--- src/rtl/keycode_fifo_pkg.sv ---
// Shared defaults and helpers for the keycode FIFO.
// Optional feature macro: KEYCODE_FIFO_DEDUP_EN (drop repeated codes while non-empty).
package keycode_fifo_pkg;

    localparam int unsigned KC_W_DEFAULT  = 16;
    localparam int unsigned DEPTH_DEFAULT = 8;
    localparam int unsigned KC_NONE       = 0;

    // Ceiling log2; returns at least 1 so a pointer is never zero-width.
    function automatic int unsigned clog2(input int unsigned value);
        int unsigned result;
        result = 0;
        while ((32'd1 << result) < value) begin
            result = result + 1;
        end
        if (result == 0) begin
            result = 1;
        end
        return result;
    endfunction

endpackage

--- src/rtl/keycode_fifo_if.sv ---
// Keycode FIFO bus: producer/CPU side (master) and FIFO side (slave).
interface keycode_fifo_if
    import keycode_fifo_pkg::*;
#(
    parameter int unsigned DEPTH = DEPTH_DEFAULT,
    parameter int unsigned KC_W  = KC_W_DEFAULT
);
    localparam int unsigned CNT_W = clog2(DEPTH) + 1;

    logic [KC_W-1:0]  kc_in;
    logic             kc_valid;
    logic             pop_tgl;
    logic             clr_tgl;
    logic [KC_W-1:0]  kc_head;
    logic             kc_avail;
    logic [CNT_W-1:0] kc_count;
    logic             kc_ovf;

    modport master (
        output kc_in, kc_valid, pop_tgl, clr_tgl,
        input  kc_head, kc_avail, kc_count, kc_ovf
    );

    modport slave (
        input  kc_in, kc_valid, pop_tgl, clr_tgl,
        output kc_head, kc_avail, kc_count, kc_ovf
    );

endinterface

--- src/rtl/keycode_fifo_mem.sv ---
// DEPTH x KC_W register array: one synchronous write port, one asynchronous read port.
// Contents are deliberately not reset; the controller tracks validity.
module keycode_fifo_mem
    import keycode_fifo_pkg::*;
#(
    parameter int unsigned DEPTH = DEPTH_DEFAULT,
    parameter int unsigned KC_W  = KC_W_DEFAULT
) (
    input  logic                     clk_i,
    input  logic                     we_i,
    input  logic [clog2(DEPTH)-1:0]  waddr_i,
    input  logic [KC_W-1:0]          wdata_i,
    input  logic [clog2(DEPTH)-1:0]  raddr_i,
    output logic [KC_W-1:0]          rdata_o
);
    logic [KC_W-1:0] mem_q [DEPTH];
    logic [KC_W-1:0] mem_d [DEPTH];

    // Next array contents: only the addressed word changes on a write.
    always_comb begin
        mem_d = mem_q;
        if (we_i) begin
            mem_d[waddr_i] = wdata_i;
        end
    end

    // Storage register, no reset.
    always_ff @(posedge clk_i) begin
        mem_q <= mem_d;
    end

    assign rdata_o = mem_q[raddr_i];

endmodule

--- src/rtl/keycode_fifo.sv ---
// Keycode FIFO between the keyboard path and the CPU PIO: toggle-level pop/clear
// detection with a prime cycle, pointer/count control and a registered output stage.
// Optional feature macro: KEYCODE_FIFO_DEDUP_EN.
module keycode_fifo
    import keycode_fifo_pkg::*;
#(
    parameter int unsigned DEPTH = DEPTH_DEFAULT,
    parameter int unsigned KC_W  = KC_W_DEFAULT
) (
    input  logic           clk27,
    input  logic           reset,
    keycode_fifo_if.slave  bus
);
    localparam int unsigned PTR_W = clog2(DEPTH);
    localparam int unsigned CNT_W = PTR_W + 1;
    localparam logic [CNT_W-1:0] FULL_CNT = CNT_W'(DEPTH);
    localparam logic [KC_W-1:0]  HEAD_NONE = KC_W'(KC_NONE);

    logic             prime_q, prime_d;
    logic             pop_l_q, pop_l_d;
    logic             clr_l_q, clr_l_d;
    logic [PTR_W-1:0] rd_ptr_q, rd_ptr_d;
    logic [PTR_W-1:0] wr_ptr_q, wr_ptr_d;
    logic [CNT_W-1:0] count_q, count_d;
    logic             ovf_q, ovf_d;
    logic             avail_q, avail_d;
    logic [KC_W-1:0]  head_q, head_d;

    logic             pop_ev, clr_ev, dup, push_req, full, do_pop, wr_en;
    logic [KC_W-1:0]  mem_rdata;

`ifdef KEYCODE_FIFO_DEDUP_EN
    logic [KC_W-1:0]  last_kc_q, last_kc_d;
`endif

    keycode_fifo_mem #(
        .DEPTH (DEPTH),
        .KC_W  (KC_W)
    ) u_mem (
        .clk_i   (clk27),
        .we_i    (wr_en),
        .waddr_i (wr_ptr_q),
        .wdata_i (bus.kc_in),
        .raddr_i (rd_ptr_d),
        .rdata_o (mem_rdata)
    );

    // Event decode, pointer/count/overflow next state and show-ahead head.
    always_comb begin
        prime_d = 1'b1;
        pop_l_d = bus.pop_tgl;
        clr_l_d = bus.clr_tgl;
        pop_ev  = prime_q & (bus.pop_tgl ^ pop_l_q);
        clr_ev  = prime_q & (bus.clr_tgl ^ clr_l_q);

        dup = 1'b0;
`ifdef KEYCODE_FIFO_DEDUP_EN
        dup = (count_q != '0) && (bus.kc_in == last_kc_q);
`endif
        push_req = bus.kc_valid & ~clr_ev & ~dup;
        full     = (count_q == FULL_CNT);
        do_pop   = pop_ev & ~clr_ev & (count_q != '0);
        // When full, a push only lands if a pop frees the slot in the same cycle.
        wr_en    = push_req & (~full | do_pop);

        ovf_d = ovf_q;
        if (clr_ev) begin
            ovf_d = 1'b0;
        end else if (push_req && full && !do_pop) begin
            ovf_d = 1'b1;
        end

        wr_ptr_d = wr_en ? wr_ptr_q + PTR_W'(1) : wr_ptr_q;
        if (clr_ev) begin
            rd_ptr_d = wr_ptr_q;
        end else if (do_pop) begin
            rd_ptr_d = rd_ptr_q + PTR_W'(1);
        end else begin
            rd_ptr_d = rd_ptr_q;
        end

        count_d = count_q;
        if (clr_ev) begin
            count_d = '0;
        end else if (wr_en && !do_pop) begin
            count_d = count_q + CNT_W'(1);
        end else if (!wr_en && do_pop) begin
            count_d = count_q - CNT_W'(1);
        end

        avail_d = (count_d != '0);
        head_d  = HEAD_NONE;
        if (count_d != '0) begin
            // Bypass the array when the new head is the word being written this cycle.
            if (wr_en && (wr_ptr_q == rd_ptr_d)) begin
                head_d = bus.kc_in;
            end else begin
                head_d = mem_rdata;
            end
        end
    end

`ifdef KEYCODE_FIFO_DEDUP_EN
    // Last accepted keycode for duplicate suppression.
    always_comb begin
        last_kc_d = last_kc_q;
        if (clr_ev) begin
            last_kc_d = HEAD_NONE;
        end else if (wr_en) begin
            last_kc_d = bus.kc_in;
        end
    end

    // Duplicate-tracking register.
    always_ff @(posedge clk27 or posedge reset) begin
        if (reset) begin
            last_kc_q <= HEAD_NONE;
        end else begin
            last_kc_q <= last_kc_d;
        end
    end
`endif

    // Control and output state registers.
    always_ff @(posedge clk27 or posedge reset) begin
        if (reset) begin
            prime_q  <= 1'b0;
            pop_l_q  <= 1'b0;
            clr_l_q  <= 1'b0;
            rd_ptr_q <= '0;
            wr_ptr_q <= '0;
            count_q  <= '0;
            ovf_q    <= 1'b0;
            avail_q  <= 1'b0;
            head_q   <= HEAD_NONE;
        end else begin
            prime_q  <= prime_d;
            pop_l_q  <= pop_l_d;
            clr_l_q  <= clr_l_d;
            rd_ptr_q <= rd_ptr_d;
            wr_ptr_q <= wr_ptr_d;
            count_q  <= count_d;
            ovf_q    <= ovf_d;
            avail_q  <= avail_d;
            head_q   <= head_d;
        end
    end

    assign bus.kc_head  = head_q;
    assign bus.kc_avail = avail_q;
    assign bus.kc_count = count_q;
    assign bus.kc_ovf   = ovf_q;

endmodule
--- src/flat_wrapper.sv ---
// flat-port wrapper written by rule: the top's interface ports become plain ports
module keycode_fifo_flat import keycode_fifo_pkg::*;
#(
    parameter int unsigned DEPTH = DEPTH_DEFAULT,
    parameter int unsigned KC_W  = KC_W_DEFAULT
)
  (clk27, reset, bus_kc_in, bus_kc_valid, bus_pop_tgl, bus_clr_tgl, bus_kc_head, bus_kc_avail, bus_kc_count, bus_kc_ovf);
  keycode_fifo_if #(.DEPTH(DEPTH), .KC_W(KC_W)) bus_i ();
  input  logic clk27;
  input  logic reset;
  input wire logic [$bits(bus_i.kc_in)-1:0] bus_kc_in;
  input wire logic [$bits(bus_i.kc_valid)-1:0] bus_kc_valid;
  input wire logic [$bits(bus_i.pop_tgl)-1:0] bus_pop_tgl;
  input wire logic [$bits(bus_i.clr_tgl)-1:0] bus_clr_tgl;
  output wire logic [$bits(bus_i.kc_head)-1:0] bus_kc_head;
  output wire logic [$bits(bus_i.kc_avail)-1:0] bus_kc_avail;
  output wire logic [$bits(bus_i.kc_count)-1:0] bus_kc_count;
  output wire logic [$bits(bus_i.kc_ovf)-1:0] bus_kc_ovf;
  assign bus_i.kc_in = bus_kc_in;
  assign bus_i.kc_valid = bus_kc_valid;
  assign bus_i.pop_tgl = bus_pop_tgl;
  assign bus_i.clr_tgl = bus_clr_tgl;
  assign bus_kc_head = bus_i.kc_head;
  assign bus_kc_avail = bus_i.kc_avail;
  assign bus_kc_count = bus_i.kc_count;
  assign bus_kc_ovf = bus_i.kc_ovf;
  keycode_fifo #(.DEPTH(DEPTH), .KC_W(KC_W)) u_core (.clk27(clk27), .reset(reset), .bus(bus_i));
endmodule
--- config.mk ---
export PLATFORM = sky130hd
export DESIGN_NAME = keycode_fifo_flat
export DESIGN_NICKNAME = d
export VERILOG_FILES = /design/src/rtl/keycode_fifo_pkg.sv /design/src/rtl/keycode_fifo_if.sv /design/src/rtl/keycode_fifo_mem.sv /design/src/rtl/keycode_fifo.sv /design/src/flat_wrapper.sv
export SDC_FILE = /design/constraint.sdc
export NUM_CORES = 1
export LEC_CHECK = 0
export BUFFER_PORTS_ARGS = -buffer_cell sky130_fd_sc_hd__buf_2
export CAP_MARGIN = 0
export CORE_MARGIN = 10
export CORE_UTILIZATION = 55
export CTS_CLUSTER_SIZE = 24
export DETAILED_ROUTE_END_ITERATION = 7
export HOLD_SLACK_MARGIN = 0.03
export PLACE_DENSITY_LB_ADDON = 0.15
export SLEW_MARGIN = 20
export SYNTH_ARGS = -nofsm -noshare
export SYNTH_HDL_FRONTEND = slang
export SYNTH_SLANG_ARGS = --single-unit
--- constraint.sdc ---
create_clock -name clk27 -period 4.69 [get_ports clk27]
set_input_delay 0.7035 -clock clk27 [delete_from_list [all_inputs] [get_ports clk27]]
set_output_delay 0.7035 -clock clk27 [all_outputs]
set_load 0.05 [all_outputs]
==> flow_summary.toml <==
[run_status]
outcome = "completed"

[global_route]
grt.total_usage_pct = 18.4
grt_pass1_vias = 4663
grt_start_max_net_pins = 41
grt_pass1_wl_um = 25200
gr-total-overflow = 0
antenna_found_initial = 1

[synth]
synth_fp_nets = 517
synth_compound_area_share_pct = 12.9
synth_top_cell_by_area = "edfxtp_1"
syn_inst = 492
yosys_warnings = 0
synth.mux.area_fraction_pct = 8.79
avgSynthCellArea_um2 = 14.4
synth_area_um2 = 7060
ys_top_cells_by_count = "edfxtp_1 (128), mux2i_1 (62), nor2_1 (53), dfrtp_1 (31), o22a_1 (31)"
synth_top_area_share_pct = 54.4
synth-seq-cells = 159
synth_cell_types = 61
synthXorXnorAreaFrac_pct = 1.44
synth_area_leaders = "edfxtp_1 (54%), dfrtp_1 (11%), mux2i_1 (8.8%)"
seq_area_frac_synth_pct = 65.4
synthAdderAreaFrac_pct = 0.709
synthSimpleGateAreaFrac_pct = 7.58
synth.most_common_cell = "edfxtp_1"
synth-async-reset-ratio_pct = 19.5
synth-edff-count = 128
synth_top_family_by_area = "compound AO/OA/AOI/OAI gates"
ys.flop_type = "edfxtp_1"

[die]
start_util_pct = 56.0
die-height_um = 133
ios = 43
dieWidth_um = 133
dieArea_um2 = 17800
coreArea_um2 = 12600
num_rows = 41

[sta]
timing.setup.tns_ns = 0
fin_crit_ns = 3.31
period_share_pct = 70.5
setup_viol = 0
hold_viol = 0
rsz0062_at_grt = "false"
slew_violations = 0
max_slew_margin_pct = 30.7
worst_pin_slew_ns = 1.04
whs_ns = 0.396
fmax_mhz = 303
skew_ns = 0.0120

[clock_network]
cts_tree = "done"
clock_tree.buffer_depth = 2
cts_resized = 0
clk_pin_slew_ns = 0.06
clk_latency_ns = 0.42
clock_sinks = 159
cts_root_buffer = "clkbuf_16"
ctsHoldBuffers = 0
post_cts_buffers = 0
cts_buffers = 17
cts-htree-levels = 4

[worst_setup_path]
critPathLaunchType = "register"
critPathMaxFanout = 32
crit_type = "reg2reg"
cp.required_ns = 5.00
path_buf_inv = 2
cp-end-kind = "register"
slowest_stage = "inv_2"
cp_top_family = "buffers and inverters"
crit_chain = "inv_1, ha_1, or3b_4, nand4_4, mux2i_2, a21oi_2, inv_2, mux2i_1, o22a_1, a311oi_1"
max_stage_delay_ns = 0.73
crit_arrival_ns = 3.62

[layout]
area_delta_synth_final_pct = 14.7
diodes = 0
drive_above_1_share_pct = 20.4
fin_area_um2 = 8100
final_cell_count_no_fill = 721
fin_nets = 561

[routing]
wl_per_cell_um = 22.1
ant_nets = 0
drtPass1Iterations = 6
first_iter_violations = 382
routed_wirelength_um = 16000
remaining_drc_errors = 0
via_per_inst = 6.22
vias = 4485

[job]
maxCapViolations = 0

[worst_hold_path]
min_path_type = "in2async"

[power_and_ir_drop]
p_seq_share_pct = 37.4
p_sw_share_pct = 36.6
switchingPower_mw = 1.96
total_power_mw = 5.35
max-vdd-ir-drop_v = 0.000391
p_clk_share_pct = 26.1
p_per_area_nw_per_um2 = 661
leakagePower_nw = 2.96
intPower_mw = 3.39
combPwrFrac_pct = 36.5

[placement]
portBuffers = 42
dpl_cell_area_um2 = 7500
dp.cells = 689
dp_hpwl_um = 9180
routabilityCongestion = 0.822
routing by layer:
metal / vias up / part of all wire (%) / track usage (%)
li1: 2037 / - / -
met1: 2253 / 43 / 22.5
met2: 168 / 50 / 30.5
met3: 25 / 5.3 / 4.40
met4: 2 / 1.8 / 7.92
met5: - / 0.069 / 0
sequential cells by signal, summed over array words and instances, names as in the netlist:
| signal | flops |
|---|---|
| u_core.bus.kc_count | 4 |
| u_core.rd_ptr_q | 3 |
| u_core.bus.kc_head | 16 |
| u_core.u_mem.mem_q | 128 |
| u_core.prime_q | 1 |
| u_core.wr_ptr_q | 3 |
| u_core.bus.kc_avail | 1 |
| u_core.clr_l_q | 1 |
| u_core.bus.kc_ovf | 1 |
| u_core.pop_l_q | 1 |
metrics by stage:
stage	setup slack [ns]	utilization, %
2_1_floorplan	0.855	-
3_3_place_gp	1.43	59.4
3_5_place_dp	1.28	59.4
4_1_cts	1.35	64.2
5_1_grt	1.13	64.2
6_report	1.38	64.2
logic make-up after synthesis:
family / count (synthesis)
compound gates: 109
xor+xnor: 7
fa+ha+maj: 4
buf+inv: 48
flops: 159
mux: 62
other cells: 1
simple gates: 102
cell usage in the layout, fill, tap and decap left out, types with 5 or more instances in the layout:
cell and instances:
inv_1 13, mux2i_1 61, buf_2 42, dfrtp_1 30
edfxtp_1 128, nand2_1 10, nor2_1 53, a311oi_1 16
clkinv_2 5, buf_4 15, clkbuf_16 17, a221oi_1 30
o21ai_0 7, o22a_1 31
worst min-delay path, cell delays in order:
cell,delay [ns]
buf_2,0.10
inv_1,0.04
buf_4,0.41
path summary, 6_finish.rpt:
kind                                   startpoint               endpoint  slack, ns  cells past startpoint
max                        u_core.bus.kc_count[0]  u_core.bus.kc_head[2]       1.38                     10
min                                         reset  u_core.bus.kc_head[4]       0.40                      3
max reg2reg                u_core.bus.kc_count[0]  u_core.bus.kc_head[2]       1.38                     10
min reg2reg                     u_core.bus.kc_ovf      u_core.bus.kc_ovf       0.49                      2
max in group asynchronous                   reset     u_core.wr_ptr_q[1]       3.92                      3
min in group clk27                    bus_pop_tgl         u_core.pop_l_q       0.43                      1
power groups by stage:
stage	logic, mW	clock network (mW)	registers (mW)
after global placement	1.91	0	2.01
after detailed placement	1.96	0	2.02
final	1.96	1.40	2.00
after floorplan	1.29	0	2.17
after CTS	1.97	1.42	2.00
after global routing	2.10	1.49	2.03
area by class of cell:
class | count | area (um^2)
clock inverters | 14 | 173
well taps | 172 | 215
multi-input cells | 285 | 2280
fillers | 954 | 4520
repair buffers | 57 | 323
inverters | 16 | 60.1
flip-flops and latches | 159 | 4620
clock buffers | 18 | 429
Note: power is estimated with default switching activity, not from simulation.
